File: config.mk
export PLATFORM = sky130hd
export DESIGN_NAME = ifid_pipe_stage
export DESIGN_NICKNAME = d
export VERILOG_FILES = /design/src/rtl/ifid_pkg.sv /design/src/rtl/ifid_pipe_stage_sat_counter.sv /design/src/rtl/ifid_pipe_stage.sv
export SDC_FILE = /design/constraint.sdc
export NUM_CORES = 1
export LEC_CHECK = 0
export ABC_CLOCK_PERIOD_IN_PS = 2300
export CELL_PAD_IN_SITES_DETAIL_PLACEMENT = 0
export CELL_PAD_IN_SITES_GLOBAL_PLACEMENT = 2
export CORE_MARGIN = 3
export CORE_UTILIZATION = 30
export CTS_CLUSTER_DIAMETER = 40
export CTS_CLUSTER_SIZE = 14
export DETAILED_ROUTE_END_ITERATION = 7
export GPL_TIMING_DRIVEN = 0
export PLACE_DENSITY = 0.87
export SLEW_MARGIN = 40
export SYNTH_ARGS = -nofsm -noshare
export SYNTH_HDL_FRONTEND = slang
export SYNTH_HIERARCHICAL = 1
export SYNTH_SLANG_ARGS = --single-unit
File: constraint.sdc
create_clock -name clk_i -period 2.3 [get_ports clk_i]
set_input_delay 0.69 -clock clk_i [delete_from_list [all_inputs] [get_ports clk_i]]
set_output_delay 0.69 -clock clk_i [all_outputs]
set_load 0.05 [all_outputs]
File: src/rtl/ifid_pkg.sv
// Shared types and constants for the IF/ID stage register.
// State codes are {main_v, skid_v}; the beat struct is the default-width payload.
package ifid_pkg;

   localparam int DEF_PC_W   = 32;
   localparam int DEF_INST_W = 32;

   localparam logic [DEF_INST_W-1:0] NOP_INST_DEF = 32'h0000_0000;

   localparam logic [1:0] EMPTY = 2'b00;
   localparam logic [1:0] ONE   = 2'b10;
   localparam logic [1:0] FULL  = 2'b11;

   typedef struct packed {
      logic [DEF_PC_W-1:0]   pc;
      logic [DEF_INST_W-1:0] inst;
   } ifid_beat_t;

endpackage

File: src/rtl/ifid_pipe_stage_sat_counter.sv
// Saturating up-counter used for per-stage performance statistics.
// Holds at all-ones instead of wrapping; only reset clears it.
module sat_counter #(
   parameter int CNT_W = 16
) (
   input  logic             clk_i,
   input  logic             rst_i,
   input  logic             inc_i,
   output logic [CNT_W-1:0] cnt_o
);

   logic [CNT_W-1:0] r_cnt;

   always_ff @(posedge clk_i) begin
      if (rst_i) begin
         r_cnt <= '0;
      end else if (inc_i && (r_cnt != {CNT_W{1'b1}})) begin
         r_cnt <= r_cnt + CNT_W'(1);
      end
   end

   assign cnt_o = r_cnt;

endmodule

File: src/rtl/ifid_pipe_stage.sv
// IF/ID stage register with a two-entry (main + skid) buffer so that both
// in_ready_o and out_valid_o come straight from flops.
module ifid_pipe_stage
   import ifid_pkg::*;
#(
   parameter int                 PC_W     = 32,
   parameter int                 INST_W   = 32,
   parameter logic [INST_W-1:0]  NOP_INST = INST_W'(NOP_INST_DEF),
   parameter int                 CNT_W    = 16
) (
   input  logic              clk_i,
   input  logic              rst_i,
   input  logic              flush_i,
   input  logic              in_valid_i,
   output logic              in_ready_o,
   input  logic [PC_W-1:0]   in_pc_i,
   input  logic [INST_W-1:0] in_inst_i,
   output logic              out_valid_o,
   input  logic              out_ready_i,
   output logic [PC_W-1:0]   out_pc_o,
   output logic [INST_W-1:0] out_inst_o,
   output logic [CNT_W-1:0]  stall_cnt_o
);

   typedef struct packed {
      logic [PC_W-1:0]   pc;
      logic [INST_W-1:0] inst;
   } beat_t;

   beat_t r_main;
   beat_t r_skid;
   logic  r_main_v;
   logic  r_skid_v;
   logic  r_in_ready;

   beat_t      w_in_beat;
   logic       w_push;
   logic       w_pop;
   logic [1:0] w_state;

   assign w_in_beat = '{pc: in_pc_i, inst: in_inst_i};
   assign w_push    = in_valid_i & r_in_ready;
   assign w_pop     = r_main_v & out_ready_i;
   assign w_state   = {r_main_v, r_skid_v};

   always_ff @(posedge clk_i) begin
      if (rst_i) begin
         r_main_v   <= 1'b0;
         r_skid_v   <= 1'b0;
         r_in_ready <= 1'b1;
         r_main     <= '{pc: '0, inst: NOP_INST};
         r_skid     <= '0;
      end else if (flush_i) begin
         // Decode has already taken any beat popped this cycle, so dropping
         // everything is safe; the PC field carries the redirect target.
         r_main_v   <= 1'b0;
         r_skid_v   <= 1'b0;
         r_in_ready <= 1'b1;
         r_main.pc  <= in_pc_i;
      end else begin
         case (w_state)
            EMPTY: begin
               if (w_push) begin
                  r_main   <= w_in_beat;
                  r_main_v <= 1'b1;
               end
            end
            ONE: begin
               if (w_push && w_pop) begin
                  r_main <= w_in_beat;
               end else if (w_push) begin
                  r_skid     <= w_in_beat;
                  r_skid_v   <= 1'b1;
                  r_in_ready <= 1'b0;
               end else if (w_pop) begin
                  r_main_v <= 1'b0;
               end
            end
            FULL: begin
               if (w_pop) begin
                  r_main     <= r_skid;
                  r_skid_v   <= 1'b0;
                  r_in_ready <= 1'b1;
               end
            end
            default: begin
               r_skid_v   <= 1'b0;
               r_in_ready <= 1'b1;
            end
         endcase
      end
   end

   assign in_ready_o  = r_in_ready;
   assign out_valid_o = r_main_v;
   assign out_pc_o    = r_main.pc;
   assign out_inst_o  = r_main_v ? r_main.inst : NOP_INST;

   sat_counter #(
      .CNT_W (CNT_W)
   ) u_stall_cnt (
      .clk_i (clk_i),
      .rst_i (rst_i),
      .inc_i (r_main_v & ~out_ready_i),
      .cnt_o (stall_cnt_o)
   );

endmodule
==> metrics.md <==
| Metric | Value |
|---|---|
| Initial antenna violation count | `1` |
| Drt wl/cell | `18.0 µm` |
| Status | `complete, no violations` |
| Synth Cell Area | `7090 µm²` |
| Share of post-route cells with drive strength above 1 | `around 17%` |
| Die area | `roughly 26000 µm²` |
| Part of the cycle the worst path needs | `between 90% and 100%` |
| Ys Warns | `6` |
| FILL cells | `about 2400` |
| FF+latch area | `2940 µm²` |
| # diodes | `0` |
| Final setup skew | `about 0.009 ns` |
| Max FO, Critical Path | `10` |
| Clock Root Buffer | `clkbuf_16` |
| Worst-path cell chain | `buf_6, buf_12, clkbuf_16, and2_2, buf_4` |
| Hold Crit Class | `reg2reg` |
| Relative slew slack | `54.2%` |
| Area leader, netlist | `dfxtp_1` |
| Drt first pass iters | `5` |
| Multi-input logic area | `around 3400 µm²` |
| CTS tree | `done` |
| Skew-Pair Late Insertion Delay | `between 0.4 and 0.5 ns` |
| Crit path largest cell delay | `0.32 ns` |
| WP data required | `about 1.6 ns` |
| CP endpoint | `out_inst_o[3]` |
| Final wirelength | `between 20 and 25 mm` |
| Avg Cell Area, Syn | `8.63 µm²` |
| Post-cts hold buffer count | `0` |
| FF+latch count, synth | `~150` |
| Ports | `~150` |
| Main area contributors after synthesis | `dfxtp_1, nand3_1, a21oi_1, o21ai_0, mux2i_1` |
| First-pass GRT wire length | `37.4 mm` |
| Gate count after technology mapping | `approximately 820` |
| GRT overflow | `0` |
| Post-synth ARST share | `0%` |
| P per Cell Area | `around 670 nW/µm²` |
| Dpl cells | `approximately 1300` |
| Post-synthesis sequential area ratio | `41.5%` |
| Final Slew Violations | `0` |
| Worst Path Arrival | `1.57 ns` |
| Slowest cell on crit path | `dfxtp_2` |
| ANT nets after route | `0` |
| Fin cells | `between 1000 and 1500` |
| # DRC | `0` |
| FMAX | `443 MHz` |
| TritonCTS buffer count | `17` |
| Yosys cell types | `47` |
| Worst-Margin Slew | `between 0.6 and 0.7 ns` |
| Worst reg-to-reg setup slack | `0.42 ns` |
| All-Layer GR Usage | `around 18%` |
| Final hold vios | `0` |
| Htree depth | `4` |
| Gpl congestion | `around 0.79` |
| Layout Utilization | `roughly two fifths` |
| Area share of the largest cell type after synthesis | `41.5%` |
| Chip width | `about 160 µm` |
| Core Rows | `55` |
| Drt via density | `~5.3` |
| Crit. End Element | `primary output` |
| Synth Net Count | `892` |
| EDFF count, synth | `0` |
| Die height | `between 150 and 200 µm` |
| Total power | `6.39 mW` |
| Initial Util | `31.0%` |
| Peak VDD IR | `approximately 0.44 mV` |
| Detailed placement HPWL | `~16 mm` |
| Reg clk slew, reported paths | `about 0.06 ns` |
| Leakage | `about 3.8 nW` |
| Setup repair bufs after CTS | `0` |
| Post-DP Area | `around 9000 µm²` |
| CP Launch Type | `register` |
| Crit Path Category | `reg2out` |
| Fin crit period | `2.26 ns` |
| Largest net degree at the start of global routing | `17` |
| Synth-to-Final Area Change | `34.5%` |
| Vias | `approximately 6900` |
| Clock Path Buffers | `2` |
| Final Setup Violations | `0` |
| IO buf count | `between 100 and 150` |
| Vias in the first global route | `between 6000 and 7000` |
| Final Cell Area | `approximately 9500 µm²` |
| Core Area | `around 23000 µm²` |
| Most used DFF post-synth | `dfxtp_1` |
| Fin nets | `roughly 1100` |
| RSZ-0062 raised after global routing | `false` |
| Cell count of the worst reg-to-reg path | `6` |
| CTS sink count | `roughly 150` |
| Crit. Startpoint | `out_valid_o` |
| Max cap viols | `0` |
| R2R Path End | `u_stall_cnt/cnt_o[2]` |
| Iter 0 DRT Violations | `349` |
| FF-to-FF Start | `u_stall_cnt/cnt_o[0]` |
==> per-stage QoR <==
stage	setup TNS (ns)	setup slack, ns	hold slack (ns)
5_1_grt	0	0.000844	0.499
6_report	0	0.0435	0.475
3_3_place_gp	-36.83	-0.604	0.459
2_1_floorplan	0	0.00983	0.453
4_1_cts	0	0.00460	0.476
3_5_place_dp	-38.82	-0.590	0.467
==> kinds of logic (layout without fill, tap and decap cells) <==
family                     Yosys count  count (layout)  share of synthesized area, %
and+or+nand+nor                    256             256                          19.0
AOI/OAI and AO/OA                  253             253                          23.5
DFF                                147             147                          41.5
buffers and inverters              129             309                          10.7
muxes                               34              34                          4.81
xor gates and xnor gates             2               2                         0.247
adders and majority gates            1               1                         0.176
==> sequential cells by signal, summed over array words and instances (netlist names) <==
name	cells
in_ready_o	1
out_pc_o	32
u_stall_cnt/cnt_o	16
r_skid_v	1
out_valid_o	1
r_skid	64
r_main	32
==> area by class of cell <==
cell class / count / share of cell area, %
buffer: 124 / 8.34
timing repair buffer: 149 / 14.7
sequential: 147 / 30.9
inverter: 5 / 0.223
clock buffer: 18 / 4.60
clock inverter: 13 / 1.43
tap: 313 / 4.10
multi-input combinational: 546 / 35.7
==> cell usage after synthesis (2+ instances only) <==
library cell and n:
nor4_4 2, and4_1 3, nand2_1 39, dfxtp_1 147, nor3_1 5, xnor2_1 2
clkbuf_1 32, inv_1 4, a21oi_1 77, nor2b_1 2, a311oi_1 32, and3_1 2
clkbuf_2 6, nand2b_1 2, o31ai_1 6, buf_2 34, nor3b_1 2, o21ai_0 69
and2_1 32, nand3_1 103, buf_4 43, nand4_1 3, or3_1 3, nand3b_1 3
a41oi_1 32, nor2_1 39, nor4_1 2, buf_6 8, a221oi_1 32, or4_1 7
mux2i_1 33
==> report_power, final <==
part | switching [mW] | leakage [nW] | internal, mW
sequential | 0.0500 | 1.20 | 2.64
combinational | 0.562 | 2.37 | 0.373
clock | 1.14 | 0.279 | 1.62
total | 1.75 | 3.85 | 4.63
==> layer usage <==
layer  wire (µm)  up-vias  global-route usage, %  part of all wire (%)
met4         189        2                   4.26                  0.80
met3        1350       16                   4.20                   5.7
met2       10500      209                   27.4                    44
met5          13        -                      0                 0.055
met1       11700     3318                   25.9                    49
li1            -     3369                      -                     -
==> how the worst min path moves through the flow <==
stage                    start         end  slack (ns)  cells past startpoint
floorplan           r_skid[32]  r_skid[32]        0.45                      2
global placement    r_skid[59]  r_skid[59]        0.46                      2
detailed placement  r_skid[16]  r_skid[16]        0.47                      2
CTS                 r_skid[62]  r_skid[62]        0.48                      2
global route        r_skid[18]  r_skid[18]        0.50                      2
finish              r_skid[53]  r_skid[53]        0.48                      2
==> what timing repair did <==
item                                    in CTS  in global routing
cloned                                       0                  0
endpoints found under the setup margin      82                 33
resized for setup                          271                 10
==> worst max-delay path: cells and delay by family, from the launching register on <==
kind,cells,cell delay [ns]
buffers and inverters,4,0.62
and+or+nand+nor,1,0.18
DFF,1,0.32
==> placed cells by master, fill, tap and decap left out, types with 4 or more instances in the layout <==
cell type        count
dfxtp_1            146
nand3_1            103
a21oi_1             77
o21ai_0             69
clkdlybuf4s50_1     67
buf_4               60
dlygate4sd2_1       50
nand2_1             39
nor2_1              39
buf_2               34
mux2i_1             33
a41oi_1             32
a311oi_1            32
a221oi_1            32
clkbuf_1            27
and2_1              25
buf_6               23
clkbuf_16           18
clkbuf_2             7
or4_1                7
o31ai_1              6
and2_4               5
nor3_1               5
clkinv_2             5
inv_1                4
(Power assumes the default switching activity.)
